**config.mk**
```make
export PLATFORM = sky130hd
export DESIGN_NAME = dmem_arbiter
export DESIGN_NICKNAME = d
export VERILOG_FILES = /design/src/rtl/dmem_arbiter.sv
export SDC_FILE = /design/constraint.sdc
export NUM_CORES = 1
export LEC_CHECK = 0
export CAP_MARGIN = 10
export CORE_AREA = 4 4 137 139
export DETAILED_ROUTE_END_ITERATION = 12
export DIE_AREA = 0 0 141 143
export GPL_TIMING_DRIVEN = 0
export PLACE_DENSITY = 0.65
export SYNTH_ARGS = -nofsm -noshare
export SYNTH_HDL_FRONTEND = slang
export SYNTH_SLANG_ARGS = --single-unit
```
**constraint.sdc**
```tcl
create_clock -name clk -period 1.9 [get_ports clk]
set_input_delay 0.19 -clock clk [delete_from_list [all_inputs] [get_ports clk]]
set_output_delay 0.19 -clock clk [all_outputs]
set_load 0.03 [all_outputs]
```
**src/rtl/dmem_arbiter.sv**
```systemverilog
// Data-memory arbiter between the M-stage LW/SW port and a bursting DMA/loader port.
// Optional statistics counters are enabled with `define DMEM_ARB_STATS_EN.
module dmem_arbiter #(
  parameter int unsigned ADDR_W       = 32,
  parameter int unsigned DATA_W       = 32,
  parameter int unsigned BURST_MAX    = 8,
  parameter int unsigned STARVE_LIMIT = 4
) (
  input  logic              clk,
  input  logic              rst,
  input  logic              cpu_req,
  input  logic              cpu_we,
  input  logic [ADDR_W-1:0] cpu_addr,
  input  logic [DATA_W-1:0] cpu_wdata,
  output logic [DATA_W-1:0] cpu_rdata,
  output logic              cpu_stall,
  input  logic              dma_req,
  input  logic              dma_we,
  input  logic [ADDR_W-1:0] dma_addr,
  input  logic [DATA_W-1:0] dma_wdata,
  input  logic              dma_last,
  output logic              dma_gnt,
  output logic [DATA_W-1:0] dma_rdata,
  output logic              dma_rvalid,
  output logic [ADDR_W-1:0] mem_addr,
  output logic [DATA_W-1:0] mem_wdata,
  output logic              mem_write,
  input  logic [DATA_W-1:0] mem_rdata,
  output logic [31:0]       stat_cpu_stall,
  output logic [31:0]       stat_dma_beats
);

  localparam int unsigned BEAT_W   = $clog2(BURST_MAX + 1);
  localparam int unsigned STARVE_W = $clog2(STARVE_LIMIT + 2);

  typedef enum logic {S_IDLE, S_DMA_BURST} state_e;

  state_e              state_q, state_d;
  logic [BEAT_W-1:0]   beat_cnt_q, beat_cnt_d;
  logic [STARVE_W-1:0] starve_cnt_q, starve_cnt_d;
  logic                dma_rvalid_q, dma_rvalid_d;
  logic [DATA_W-1:0]   dma_rdata_q, dma_rdata_d;
  logic                cpu_gnt;

  // Grant: CPU wins in IDLE; an owning DMA keeps the port until the CPU has starved long enough.
  always_comb begin
    cpu_gnt = 1'b0;
    dma_gnt = 1'b0;
    unique case (state_q)
      S_IDLE: begin
        if (cpu_req)      cpu_gnt = 1'b1;
        else if (dma_req) dma_gnt = 1'b1;
      end
      S_DMA_BURST: begin
        if (dma_req && (starve_cnt_q < STARVE_W'(STARVE_LIMIT))) dma_gnt = 1'b1;
        else if (cpu_req)                                        cpu_gnt = 1'b1;
      end
      default: ;
    endcase
  end

  always_comb begin
    mem_addr  = '0;
    mem_wdata = '0;
    mem_write = 1'b0;
    if (cpu_gnt) begin
      mem_addr  = cpu_addr;
      mem_wdata = cpu_wdata;
      mem_write = cpu_we;
    end else if (dma_gnt) begin
      mem_addr  = dma_addr;
      mem_wdata = dma_wdata;
      mem_write = dma_we;
    end
  end

  assign cpu_rdata  = mem_rdata;
  assign cpu_stall  = cpu_req && !cpu_gnt;
  assign dma_rvalid = dma_rvalid_q;
  assign dma_rdata  = dma_rdata_q;

  // Ownership and counters; any non-DMA cycle inside a burst hands the port back to IDLE.
  always_comb begin
    state_d      = state_q;
    beat_cnt_d   = beat_cnt_q;
    starve_cnt_d = starve_cnt_q;
    dma_rvalid_d = dma_gnt && !dma_we;
    dma_rdata_d  = dma_rdata_q;

    unique case (state_q)
      S_IDLE: begin
        beat_cnt_d = '0;
        if (dma_gnt && !dma_last && (BURST_MAX > 1)) begin
          state_d    = S_DMA_BURST;
          beat_cnt_d = BEAT_W'(1);
        end
      end
      S_DMA_BURST: begin
        if (dma_gnt && !dma_last && (beat_cnt_q != BEAT_W'(BURST_MAX - 1))) begin
          beat_cnt_d = beat_cnt_q + BEAT_W'(1);
        end else begin
          state_d    = S_IDLE;
          beat_cnt_d = '0;
        end
      end
      default: begin
        state_d    = S_IDLE;
        beat_cnt_d = '0;
      end
    endcase

    if (!cpu_req || cpu_gnt)                          starve_cnt_d = '0;
    else if (starve_cnt_q < STARVE_W'(STARVE_LIMIT))  starve_cnt_d = starve_cnt_q + STARVE_W'(1);

    if (dma_gnt && !dma_we) dma_rdata_d = mem_rdata;
  end

  always_ff @(posedge clk or negedge rst) begin
    if (!rst) begin
      state_q      <= S_IDLE;
      beat_cnt_q   <= '0;
      starve_cnt_q <= '0;
      dma_rvalid_q <= 1'b0;
      dma_rdata_q  <= '0;
    end else begin
      state_q      <= state_d;
      beat_cnt_q   <= beat_cnt_d;
      starve_cnt_q <= starve_cnt_d;
      dma_rvalid_q <= dma_rvalid_d;
      dma_rdata_q  <= dma_rdata_d;
    end
  end

`ifdef DMEM_ARB_STATS_EN
  logic [31:0] stat_cpu_stall_q, stat_cpu_stall_d;
  logic [31:0] stat_dma_beats_q, stat_dma_beats_d;

  // Saturating event counters.
  always_comb begin
    stat_cpu_stall_d = stat_cpu_stall_q;
    stat_dma_beats_d = stat_dma_beats_q;
    if (cpu_stall && (stat_cpu_stall_q != '1)) stat_cpu_stall_d = stat_cpu_stall_q + 32'd1;
    if (dma_gnt && (stat_dma_beats_q != '1))   stat_dma_beats_d = stat_dma_beats_q + 32'd1;
  end

  always_ff @(posedge clk or negedge rst) begin
    if (!rst) begin
      stat_cpu_stall_q <= '0;
      stat_dma_beats_q <= '0;
    end else begin
      stat_cpu_stall_q <= stat_cpu_stall_d;
      stat_dma_beats_q <= stat_dma_beats_d;
    end
  end

  assign stat_cpu_stall = stat_cpu_stall_q;
  assign stat_dma_beats = stat_dma_beats_q;
`else
  assign stat_cpu_stall = '0;
  assign stat_dma_beats = '0;
`endif

endmodule

```
* Yosys cells after proc, flatten, opt, wreduce, memory -nomap -nowiden
Index checks and enable logic that the tools add are counted.
Storage, ports and cells: register bits after elaboration 41, output and inout port bits 196, word-level logic and storage cells 42
Operators by class: eq/ne operators 1, bitwise logic cells 1, $lt $le $gt $ge 1, add/subtract/negate cells 2, muxes and demuxes 21, reductions and logical operators 11
Operators with widths (number):
- 32-bit two-way mux | 4
- 1-bit two-way mux | 10
- 4-bit one-hot mux with 2 select lines | 1
- 3-bit two-way mux | 2
- 1-bit one-hot mux with 2 select lines | 3
- 1-bit logical AND | 5
- 4-bit by 1-bit adder with 4-bit output, second input constant | 1
- 1-bit logical NOT | 4
- 4-bit two-way mux | 1
- 4-bit by 3-bit inequality test with 1-bit output, second input constant | 1
- 3-bit by 1-bit adder with 3-bit output, second input constant | 1
- 3-bit < comparator, second input constant | 1
- 2-bit nonzero test | 1
- 1-bit logical OR | 1
- 1-bit NOT | 1

* Logic depth before layout (Yosys ltp)
word-level depth 8, depth in mapped cells 6, gate-level depth less buffers 4

* Least setup slack after synthesis
Ideal clock, no wire load.
path type reg2out, start point reg state_q, end point out mem_addr[10], setup slack 0.236 ns, required time 1.710 ns, stages on the path, launching flop included 6, data arrival time 1.474 ns, buffers on the path 1, cells stage by stage dfrtp_1 -> mux2i_1 -> nand2_2 -> inv_2 -> buf_2 -> a22o_1
Between the ends: cells in the longest elaborated chain, start to end 4, elaborated cells on any way between the ends 5, those cells by class 4 x mux; 1 x bitwise
Ends and longest elaborated chain:
- start: declaration | RTL line 38 | state_e state_q, state_d;
- start signal: assignment | RTL line 126 | state_q <= state_d;
- 1-bit NOT
- 1-bit one-hot mux with 2 select lines (*) | RTL line 49 | unique case (state_q)
- via dma_gnt | RTL line 22 | output logic dma_gnt,
- 32-bit two-way mux (*) | RTL line 70 | end else if (dma_gnt) begin
- 32-bit two-way mux (*) | RTL line 66 | if (cpu_gnt) begin
- end: declaration | RTL line 25 | output logic [ADDR_W-1:0] mem_addr,
Mark *: on every way through the listed nets, which the timed path passes. The rest lies on a longest branch.

* Worst setup path in the final report
start point reg state_q, end point out mem_addr[7]
Between the ends: cells in the longest elaborated chain, start to end 4, elaborated cells on any way between the ends 5, those cells by class 4 x mux; 1 x bitwise
Ends and longest elaborated chain (RTL line):
- 1-bit NOT
- 1-bit one-hot mux with 2 select lines | 49
- 32-bit two-way mux | 70
- 32-bit two-way mux (*) | 66
Every way passes the cells marked *; elsewhere a longest branch is shown, timed or not.

==> summary.md <==
| Metric | Value |
|---|---|
| Area of placed instances | approximately 6600 sq um |
| Vias in the first global route | 3185 |
| Top cell family by delay on the critical path | buffers and inverters |
| Highest-delay cell along the critical path | dfrtp_1 |
| Antenna viol nets, final | 0 |
| CTS root buf | clkbuf_16 |
| First-pass GRT wire length | 18900 um |
| Fin. Hold Viols | 0 |
| Critical-path maximum fanout | 10 |
| Final worst slack | -37.9 ps |
| Status | finished with violations |
| Hold Path Class | in2reg |
| R2r startpoint | state_q |
| Max VDD drop | 355 uV |
| Pre-CTS setup slack | -925 ps |
| GP Congestion | 0.742 |
| DP Cell Count | 869 |
| RSZ-0062 raised after global routing | true |
| GRT Overall Usage | between 10% and 20% |
| Final setup violation count | 34 |
| Util after Layout | 40.2% |
| Ranking of synthesized cells by area | dfrtp_1 33%, buf_4 24%, a22o_1 18% |
| Iter 0 DRT Violations | 105 |
| Reg2Reg Depth | 6 |
| Clock transition at path regs | 60 ps |
| Diodes inserted | 0 |
| Post-synth top area share | 33.2% |
| Final #Nets | between 800 and 900 |
| Critical Path Source Type | register |
| CP Capture Type | primary output |
| Routed WL | 13900 um |
| DP Wirelength | around 11000 um |
| Clock insertion delay at the later pin of the skew report | 280 ps |
| Final Slew Violations | 0 |
| Layout area overhead | 130% |
| Die Y | 143 um |
| Syn avg cell area | 11.1 sq um |
| Synth unique cells | 29 |
| Critical Path RT | 1710 ps |
| Largest stage delay, worst path | 410 ps |
| Via density | 3.65 |
| Initial core utilization | 17.5% |
| WS Path Type | reg2out |
| Failing checks | setup timing |
| Final instance area | 7100 sq um |
| Crit path buf inv count | 4 |
| Final cell count without fillers | 889 |
| Mean routed wirelength per cell | 15.6 um |
| Fmax | 516 MHz |
| Synth warnings | 0 |
| #FFs+latches synth | a little over 40 |
| Post-synthesis sequential area ratio | between 30% and 40% |
| Final Critical Period | 1940 ps |
| Hold_sp | cpu_req |
| Port Buffers | 298 |
| Initial antenna violation count | 1 |
| TritonRoute pass-1 iters | 6 |
| Htree depth | 2 |
| Hold path depth | 2 |
| Gr ovfl total | 0 |
| Clk sinks | 41 |
| CTS tree | yes |
| Setup TNS | -692 ps |
| Top-level I/O count | 363 |
| Total power | 4.53 mW |
| Crit path cell chain | mux2i_2 > nand2_2 > clkinv_4 > buf_12 > buf_8 > a22o_1 > buf_6 |
| CTS Buffer Depth | 2 |
| Biggest area consumer among synthesized cells | dfrtp_1 |
| Crit path DAT | 1750 ps |
| Final worst path period share | 102% |
| Layout cell share with drive strength beyond 1 | 36.2% |
| FP Rows | 49 |
| FF-to-FF End | dma_rdata[7] |
| CORE AREA | 17700 sq um |
| Leakage | 3.48 nW |
| Clock skew | between 7 and 8 ps |
| Post-synthesis cell count | about 280 |
| Die Area | 20200 sq um |
| Hold Path End | starve_cnt_q[2] |
| Max Cap Viol | 0 |
| Power per cell area | 638 nW/um^2 |
| Routed vias | 3242 |
| R2r setup slk | around 190 ps |
| Die X | 141 um |
| DRC Markers | 0 |
| Cell area after synthesis | approximately 3000 sq um |
| CTS Buf Count | 5 |
| Fin Hold WS | 292 ps |
| Largest net degree at the start of global routing | 30 |
placed cells by master, fill, tap and decap left out, types with 4 or more instances in the layout:
cell type	Yosys	routed
buf_2	8	5
buf_4	100	107
dfrtp_1	41	41
buf_8	0	9
buf_6	4	60
conb_1	1	64
buf_12	0	5
clkbuf_16	0	7
clkbuf_4	0	4
mux2_4	29	29
clkdlybuf4s50_1	0	228
a22o_1	65	65
per-layer routing:
layer	wire (um)	part of all wire, %	track usage (%)	vias up
met2	7330	53	21.7	156
li1	-	-	-	1603
met4	98	0.70	2.04	0
met1	5460	39	14.6	1475
met3	1010	7.2	3.01	8
met5	0	0	0	-
repair_timing:
| action | CTS | global route |
|---|---|---|
| pin swaps | 3 | 18 |
| buffers inserted | 6 | 3 |
| hold buffers | 1 | 0 |
| gates cloned | 3 | 2 |
| resized for setup | 438 | 66 |
| endpoints found under the setup margin | 67 | 67 |
| endpoints found under the hold margin | 12 | 0 |
layout make-up:
class / instances / area [sq um]
clock inverter: 3 / 43.8
tap: 229 / 287
timing repair buffer: 312 / 3200
sequential: 41 / 1030
inverter: 3 / 16.3
fill: 1759 / 10600
buffer: 112 / 945
clock buffer: 5 / 125
multi-input combinational: 184 / 1460
power by group:
| group | switching, mW | internal, mW |
|---|---|---|
| clock network | 0.349 | 0.622 |
| logic | 1.21 | 1.26 |
| registers | 0.0770 | 1.01 |
cells by family (layout without fill, tap and decap cells):
| kind of cell | Yosys count | count (layout) | synth area share (%) |
|---|---|---|---|
| AO/OA/AOI/OAI | 67 | 67 | 18.9 |
| XOR/XNOR | 2 | 2 | 0.567 |
| adder cells (fa/ha/maj) | 2 | 2 | 0.809 |
| buffers and inverters | 116 | 435 | 27.5 |
| flip-flops | 41 | 41 | 33.2 |
| multiplexers | 33 | 33 | 15.5 |
| other | 1 | 64 | 0.121 |
| AND/OR/NAND/NOR | 16 | 16 | 3.40 |
cells in the mapped netlist:
library cell and count:
a211oi_1 1, a22o_1 65, and2_1 1, and3_1 2, and3b_1 1, and3b_2 1, buf_2 8, buf_4 100
buf_6 4, clkbuf_1 1, conb_1 1, dfrtp_1 41, ha_1 2, inv_1 2, inv_2 1, mux2_2 3
mux2_4 29, mux2i_1 1, nand2_1 1, nand2_2 1, nand3_1 1, nand3b_2 1, nor2_1 1, nor2b_1 2
nor3_1 1, nor4_1 2, o21a_1 1, or2b_1 1, xor2_1 2
flip-flops by register name, summed over array words and instances, names as in the netlist:
name	flops
starve_cnt_q	3
dma_rvalid	1
dma_rdata	32
state_q	1
beat_cnt_q	4
worst max path at each step:
stage                 start            end  cells past startpoint
floorplan           state_q   mem_addr[10]                      5
global placement    dma_req   mem_addr[14]                      7
detailed placement  dma_req    mem_addr[9]                      7
CTS                 state_q  mem_wdata[31]                      5
global route        state_q  mem_wdata[27]                      7
finish              state_q    mem_addr[7]                      7
(Power assumes the default switching activity.)
